[config.mk]
export PLATFORM = sky130hd
export DESIGN_NAME = mem_port_arbiter
export DESIGN_NICKNAME = d
export VERILOG_FILES = /design/src/rtl/mem_port_arbiter.sv
export SDC_FILE = /design/constraint.sdc
export NUM_CORES = 1
export LEC_CHECK = 0
export ABC_AREA = 1
export BUFFER_PORTS_ARGS = -buffer_cell sky130_fd_sc_hd__buf_2
export CELL_PAD_IN_SITES_DETAIL_PLACEMENT = 1
export CELL_PAD_IN_SITES_GLOBAL_PLACEMENT = 2
export CORE_MARGIN = 8
export CORE_UTILIZATION = 21
export DETAILED_ROUTE_END_ITERATION = 10
export GPL_TIMING_DRIVEN = 0
export PLACE_DENSITY_LB_ADDON = 0.1
export SYNTH_ARGS = -nofsm -noshare
export SYNTH_HDL_FRONTEND = slang
export SYNTH_SLANG_ARGS = --single-unit
[constraint.sdc]
create_clock -name clk -period 1.53 [get_ports clk]
set_input_delay 0.0765 -clock clk [delete_from_list [all_inputs] [get_ports clk]]
set_output_delay 0.0765 -clock clk [all_outputs]
set_load 0.01 [all_outputs]
[src/rtl/mem_port_arbiter.sv]
// ============================================================================
//  mem_port_arbiter
//  Shares one memory port between fetch and MEM; sequences 2-beat LDW/SDW.
//  Rev 1.0
// ============================================================================
`default_nettype none

module mem_port_arbiter #(
  parameter int ADDR_W     = 32,
  parameter int DATA_W     = 32,
  parameter int STARVE_LIM = 4
) (
  input  logic              clk,
  input  logic              reset,
  input  logic              if_req,
  input  logic [ADDR_W-1:0] if_addr,
  output logic              if_grant,
  input  logic              mem_req,
  input  logic              mem_we,
  input  logic              mem_double,
  input  logic [ADDR_W-1:0] mem_addr,
  input  logic [DATA_W-1:0] mem_wdata,
  output logic              mem_beat,
  output logic              mem_grant,
  output logic              mem_done,
  output logic [DATA_W-1:0] mem_rdata_lo,
  output logic [DATA_W-1:0] mem_rdata_hi,
  output logic              mem_rvalid,
  output logic              stall_if,
  output logic              stall_mem,
  output logic              port_en,
  output logic              port_we,
  output logic [ADDR_W-1:0] port_addr,
  output logic [DATA_W-1:0] port_wdata,
  input  logic [DATA_W-1:0] port_rdata
);

  localparam int c_CNT_W = $clog2(STARVE_LIM + 1);
  localparam logic [c_CNT_W-1:0] c_STARVE_MAX = c_CNT_W'(STARVE_LIM);

  typedef enum logic [0:0] {
    ST_IDLE = 1'b0,
    ST_DBL  = 1'b1
  } state_t;

  state_t              r_state;
  logic                r_beat;
  logic                r_dbl_we;
  logic [ADDR_W-1:0]   r_hi_addr;
  logic [c_CNT_W-1:0]  r_starve;
  logic [DATA_W-1:0]   r_rdata_lo;
  logic [DATA_W-1:0]   r_rdata_hi;
  logic                r_rvalid;

  logic w_force_if;
  logic w_if_grant;
  logic w_mem_grant;
  logic w_mem_done;
  logic w_port_we;
  logic [ADDR_W-1:0] w_port_addr;
  logic [DATA_W-1:0] w_port_wdata;

  assign w_force_if = if_req & (r_starve == c_STARVE_MAX);

  always_comb begin
    w_if_grant   = 1'b0;
    w_mem_grant  = 1'b0;
    w_mem_done   = 1'b0;
    w_port_we    = 1'b0;
    w_port_addr  = '0;
    w_port_wdata = '0;
    if (!reset) begin
      case (r_state)
        ST_IDLE: begin
          if (mem_req && !w_force_if) begin
            w_mem_grant  = 1'b1;
            w_mem_done   = ~mem_double;
            w_port_we    = mem_we;
            w_port_addr  = mem_addr;
            w_port_wdata = mem_wdata;
          end else if (if_req) begin
            w_if_grant  = 1'b1;
            w_port_addr = if_addr;
          end
        end
        ST_DBL: begin
          // Second beat is indivisible from the first: mem_req/mem_we not re-sampled.
          w_mem_grant  = 1'b1;
          w_mem_done   = 1'b1;
          w_port_we    = r_dbl_we;
          w_port_addr  = r_hi_addr;
          w_port_wdata = mem_wdata;
        end
        default: ;
      endcase
    end
  end

  always_ff @(posedge clk) begin
    if (reset) begin
      r_state    <= ST_IDLE;
      r_beat     <= 1'b0;
      r_dbl_we   <= 1'b0;
      r_hi_addr  <= '0;
      r_starve   <= '0;
      r_rdata_lo <= '0;
      r_rdata_hi <= '0;
      r_rvalid   <= 1'b0;
    end else begin
      if (w_if_grant || !if_req)
        r_starve <= '0;
      else if (r_starve != c_STARVE_MAX)
        r_starve <= r_starve + 1'b1;

      r_rvalid <= w_mem_done & ~w_port_we;

      case (r_state)
        ST_IDLE: begin
          if (w_mem_grant && !mem_we)
            r_rdata_lo <= port_rdata;
          if (w_mem_grant && mem_double) begin
            r_state   <= ST_DBL;
            r_beat    <= 1'b1;
            r_dbl_we  <= mem_we;
            r_hi_addr <= mem_addr + ADDR_W'(1);
          end
        end
        ST_DBL: begin
          if (!r_dbl_we)
            r_rdata_hi <= port_rdata;
          r_state <= ST_IDLE;
          r_beat  <= 1'b0;
        end
        default: r_state <= ST_IDLE;
      endcase
    end
  end

  assign if_grant     = w_if_grant;
  assign mem_grant    = w_mem_grant;
  assign mem_done     = w_mem_done;
  assign mem_beat     = r_beat;
  assign mem_rdata_lo = r_rdata_lo;
  assign mem_rdata_hi = r_rdata_hi;
  assign mem_rvalid   = r_rvalid;
  assign stall_if     = if_req & ~w_if_grant;
  assign stall_mem    = mem_req & ~w_mem_done;
  assign port_en      = w_if_grant | w_mem_grant;
  assign port_we      = w_port_we;
  assign port_addr    = w_port_addr;
  assign port_wdata   = w_port_wdata;

endmodule

`default_nettype wire

* Yosys cells after proc, flatten, opt, wreduce, memory -nomap -nowiden *
Index checks and enable logic that the tools add are counted.

operators by class
  add/sub/neg operators = 2
  mux-type cells = 24
  reductions and logical operators = 11
  eq/ne operators = 3
  bitwise logic cells = 11

operators by type and width
  operator                 count
  $mux W32                 5
  $pmux W32 S2             2
  $add A32 B1 Y32 const B  1
  $mux W1                  12
  $pmux W1 S2              5
  $not A1 Y1               6
  $reduce_and A2 Y1        3
  $and A1 B1 Y1            4
  $add A3 B1 Y3 const B    1
  $eq A3 B3 Y1 const B     1
  $logic_and A1 B1 Y1      3
  $logic_not A1 Y1         3
  $ne A3 B3 Y1 const B     1
  $ne A2 B2 Y1 const B     1
  $reduce_or A2 Y1         1
  $logic_or A1 B1 Y1       1
  $or A1 B1 Y1             1

storage, ports and cells
  logic and storage cells = 59
  output and inout port bits = 137
  register bits after elaboration = 103

* Longest topological paths before layout *
  depth after elaboration = 10
  mapped depth = 11
  depth with buffers taken out = 10

* Worst setup path after synthesis *
OpenSTA, ideal clock, no wires.

  path type = register to output
  start point = register r_starve[0]
  end point = output port port_addr[10]
  path slack = -0.059 ns
  data arrival time = 1.512 ns
  stages on the path, launching flop included = 9
  buffers on the path = 1
  cell sequence = dfxtp_1 inv_1 ha_1 nand3_1 nand2_1 inv_1 clkbuf_1 nand2_1 a31oi_1

on the way
  word-level cells in the longest chain between the ends = 7

ends and longest elaborated chain
  item                      line  source
  start: declaration        50    logic [c_CNT_W-1:0] r_starve;
  start signal: assignment  113   r_starve <= r_starve + 1'b1;
  $eq A3 B3 Y1              63    assign w_force_if = if_req & (r_starve == c_STARVE_MAX);
  $and A1 B1 Y1             63
  $logic_not A1 Y1          75    if (mem_req && !w_force_if) begin
  $logic_and A1 B1 Y1       75
  $mux W32                  75
  $pmux W32 S2              73    case (r_state)
  $mux W32                  72    if (!reset) begin
  end: declaration          33    output logic [ADDR_W-1:0] port_addr,

Every way passes these cells.

* Worst setup path in the final report *
  start point = register r_starve[0]
  end point = output port port_addr[2]

The elaborated chain is that of the path after synthesis.

==> impl_metrics.tcl <==
set metrics [dict create \
    clk_root_buffer_cell "sky130_fd_sc_hd__clkbuf_16" \
    cts.sinks 103 \
    max_freq_mhz 470 \
    syn_nets 1008 \
    drive_above_1_share_pct 38.0 \
    gpl.final_weighted_congestion 0.778 \
    via_count_of_the_first_global_routing_pass 7382 \
    antenna_found_initial 1 \
    floorplan.die.height_um 180 \
    irDropWorstVdd_mv 0.459 \
    syn-mean-instance-area_sq_um 6.49 \
    timing.setup.tns_ns -47.21 \
    ys_seq_elements 103 \
    status "finished, violations left" \
    diodes 0 \
    fin_util_pct 34.9 \
    failed_checks "negative setup slack" \
    final_period_minus_worst_setup_slack_ns 2.13 \
    detailroute.via_count 6873 \
    start_util_pct 21.2 \
    clock_insertion_delay_worst_skew_ns 0.37 \
    worstPathArrival_ns 2.05 \
    htreeDepth 3 \
    synthesis.instances 871 \
    clock_path_buffers 2 \
    drt-vias-per-instance 4.36 \
    clkTransAtPathRegs_ns 0.08 \
    yosysUniqueCellTypes 28 \
    floorplan.die.width_um 180 \
    avgRoutedWirePerCell_um 18.5 \
    area.growth.synth_to_final_pct 64.7 \
    design.final.nets 1367 \
    cap_viol_max_count 0 \
    worst-r2r-cell-count 13 \
    port-buffer-count 270 \
    worstSetupPathType "reg2out" \
    placementRows 60 \
    hold_path.class "in2reg" \
    grt_first_pass_wirelength_um 43900 \
    finClkSkew_ns 0.0136 \
    timing.final.crit_share_pct 139 \
    nFillCells 3395 \
    cellPowerDensity_mw_per_mm2 788 \
    clock_tree_from_tritoncts "yes" \
    core_area_sq_mm 0.0267 \
    grt_start_max_net_pins 23 \
    maximum_fanout_encountered_on_the_critical_timing_path 5 \
    number_of_synthesis_warnings 0 \
    worstMarginPinSlew_ns 0.707 \
    synthesis.area_sq_mm 0.00565 \
    drt_iter0_markers 275 \
    worstReg2RegStart "r_starve[0]" \
    regToRegEndpoint "r_hi_addr[9]" \
    final_critical_path_setup_slack_ns -0.599 \
    worstPathRequired_ns 1.45 \
    dpl_worst_slack_ns -0.763 \
    final_area_sq_mm 0.00932 \
    end_kind "primary output" \
    grt_setup_unrepaired "yes" \
    ff2ff_setup_slack_ns -0.32 \
    report.final.hold_viol_count 0 \
    total_leakage_power_uw 0.00474 \
    crit_start "r_starve[0]" \
    drt-pass1-iter-count 4 \
    mostFrequentLayoutCell "sky130_fd_sc_hd__buf_2" \
    timing.final.max_slew_violations 0 \
    multi_input_comb_area_sq_mm 0.00319 \
    worst_setup_path_endpoint "port_addr[2]" \
    max_slew_margin_pct 52.8 \
    grt.total_usage_pct 17.2 \
    route.final.wire_length_um 29200 \
    place.detailed.hpwl_um 21900 \
    ios 271 \
    detail_route.drc_violations 0 \
    gr-total-overflow 0 \
    crit_path_start_kind "flop" \
    design.die.area_sq_mm 0.0324 \
    placed_cell_area_sq_mm 0.00745 \
    num_cts_buffers 9 \
    setup_viol_count_final 141 \
    ff_latch_area_sq_mm 0.00207 \
    sequential_cell_area_fraction_in_the_yosys_report_pct 36.5 \
    ant_nets 0 \
    layout_common_cells "267 x sky130_fd_sc_hd__buf_2, 192 x sky130_fd_sc_hd__nand2_1, 104 x sky130_fd_sc_hd__inv_1" \
]
## power by group
group / switching [uW] / internal (uW)
Sequential: 94.7 / 2860
Combinational: 1040 / 854
Clock: 1300 / 1190
## worst max-delay path: stages, from the launching register on
cell	delay, ns
sky130_fd_sc_hd__dfxtp_2	0.33
sky130_fd_sc_hd__inv_2	0.07
sky130_fd_sc_hd__ha_4	0.15
sky130_fd_sc_hd__nand3_4	0.07
sky130_fd_sc_hd__nand2_4	0.09
sky130_fd_sc_hd__clkinvlp_4	0.12
sky130_fd_sc_hd__nor2_4	0.19
sky130_fd_sc_hd__buf_6	0.17
sky130_fd_sc_hd__buf_8	0.13
sky130_fd_sc_hd__nand2_2	0.05
sky130_fd_sc_hd__a31oi_2	0.17
sky130_fd_sc_hd__buf_2	0.16
## worst min path at each step
stage | startpoint | end | slack [ns] | cells after the start
6_report | if_req | r_starve[1] | 0.02 | 3
5_1_grt | if_req | r_starve[1] | 0.02 | 3
4_1_cts | mem_addr[15] | r_hi_addr[15] | 0.03 | 4
3_5_place_dp | port_rdata[5] | mem_rdata_hi[5] | 0.33 | 3
3_3_place_gp | port_rdata[5] | mem_rdata_hi[5] | 0.32 | 3
2_1_floorplan | mem_we | r_dbl_we | 0.19 | 2
## layout make-up
class                   count  area share, %
plain buffers              49           5.41
clock buffers               9           2.42
clock inverters             7           1.01
inverters                 111           4.58
multi-input cells         608           34.2
flip-flops and latches    103           22.2
well taps                 341           4.58
repair buffers            348           25.6
## state kept, by name, indices dropped and copies added (netlist names)
name and flops:
r_state 1, r_starve 3, r_dbl_we 1, mem_rdata_hi 32, r_hi_addr 32, mem_rdata_lo 32
mem_rvalid 1, mem_beat 1
## logic make-up after synthesis
logic type | share of synthesized area (%)
compound gates | 16.6
xor+xnor | 2.48
fa+ha+maj | 0.664
buf+inv | 12.6
flops | 36.5
simple gates | 31.1
## synthesized netlist by cell type, drive strengths merged
library cell	instances	share of area [%]
buf	33	4.1
xnor2	9	1.4
dfxtp	103	36
o21a	1	0.13
o21ai	100	8.9
nand3	77	6.8
clkbuf	17	1.1
xor2	7	1.1
nor2	114	8.9
a31oi	31	3.4
nand2	222	15
a21boi	3	0.53
ha	3	0.66
nor3	2	0.27
inv	111	7.4
a21oi	38	3.7
## metrics by stage
| step | std cells | power [uW] | hold slack (ns) |
|---|---|---|---|
| after floorplan | 871 | 3740 | 0.188 |
| after global placement | 1482 | 4480 | 0.324 |
| after detailed placement | 1482 | 4490 | 0.330 |
| after CTS | 1559 | 7340 | 0.0261 |
| after global routing | 1576 | 7760 | 0.0206 |
| final | 1576 | 7340 | 0.0231 |
## routing by layer
| metal | global-route usage [%] | share of wire [%] |
|---|---|---|
| met5 | 0 | 0.045 |
| met4 | 3.57 | 1.2 |
| met3 | 3.43 | 3.7 |
| met2 | 31.1 | 50 |
| met1 | 20.8 | 45 |
## what timing repair did
item / CTS / global route
gates cloned: 6 / 8
hold endpoints to repair: 63 / 0
pin swaps: 8 / 16
buffers inserted: 22 / 12
setup endpoints to repair: 165 / 153
hold buffers: 33 / 0
gates resized for setup: 101 / 101
Power figures use the tool's default switching activity.
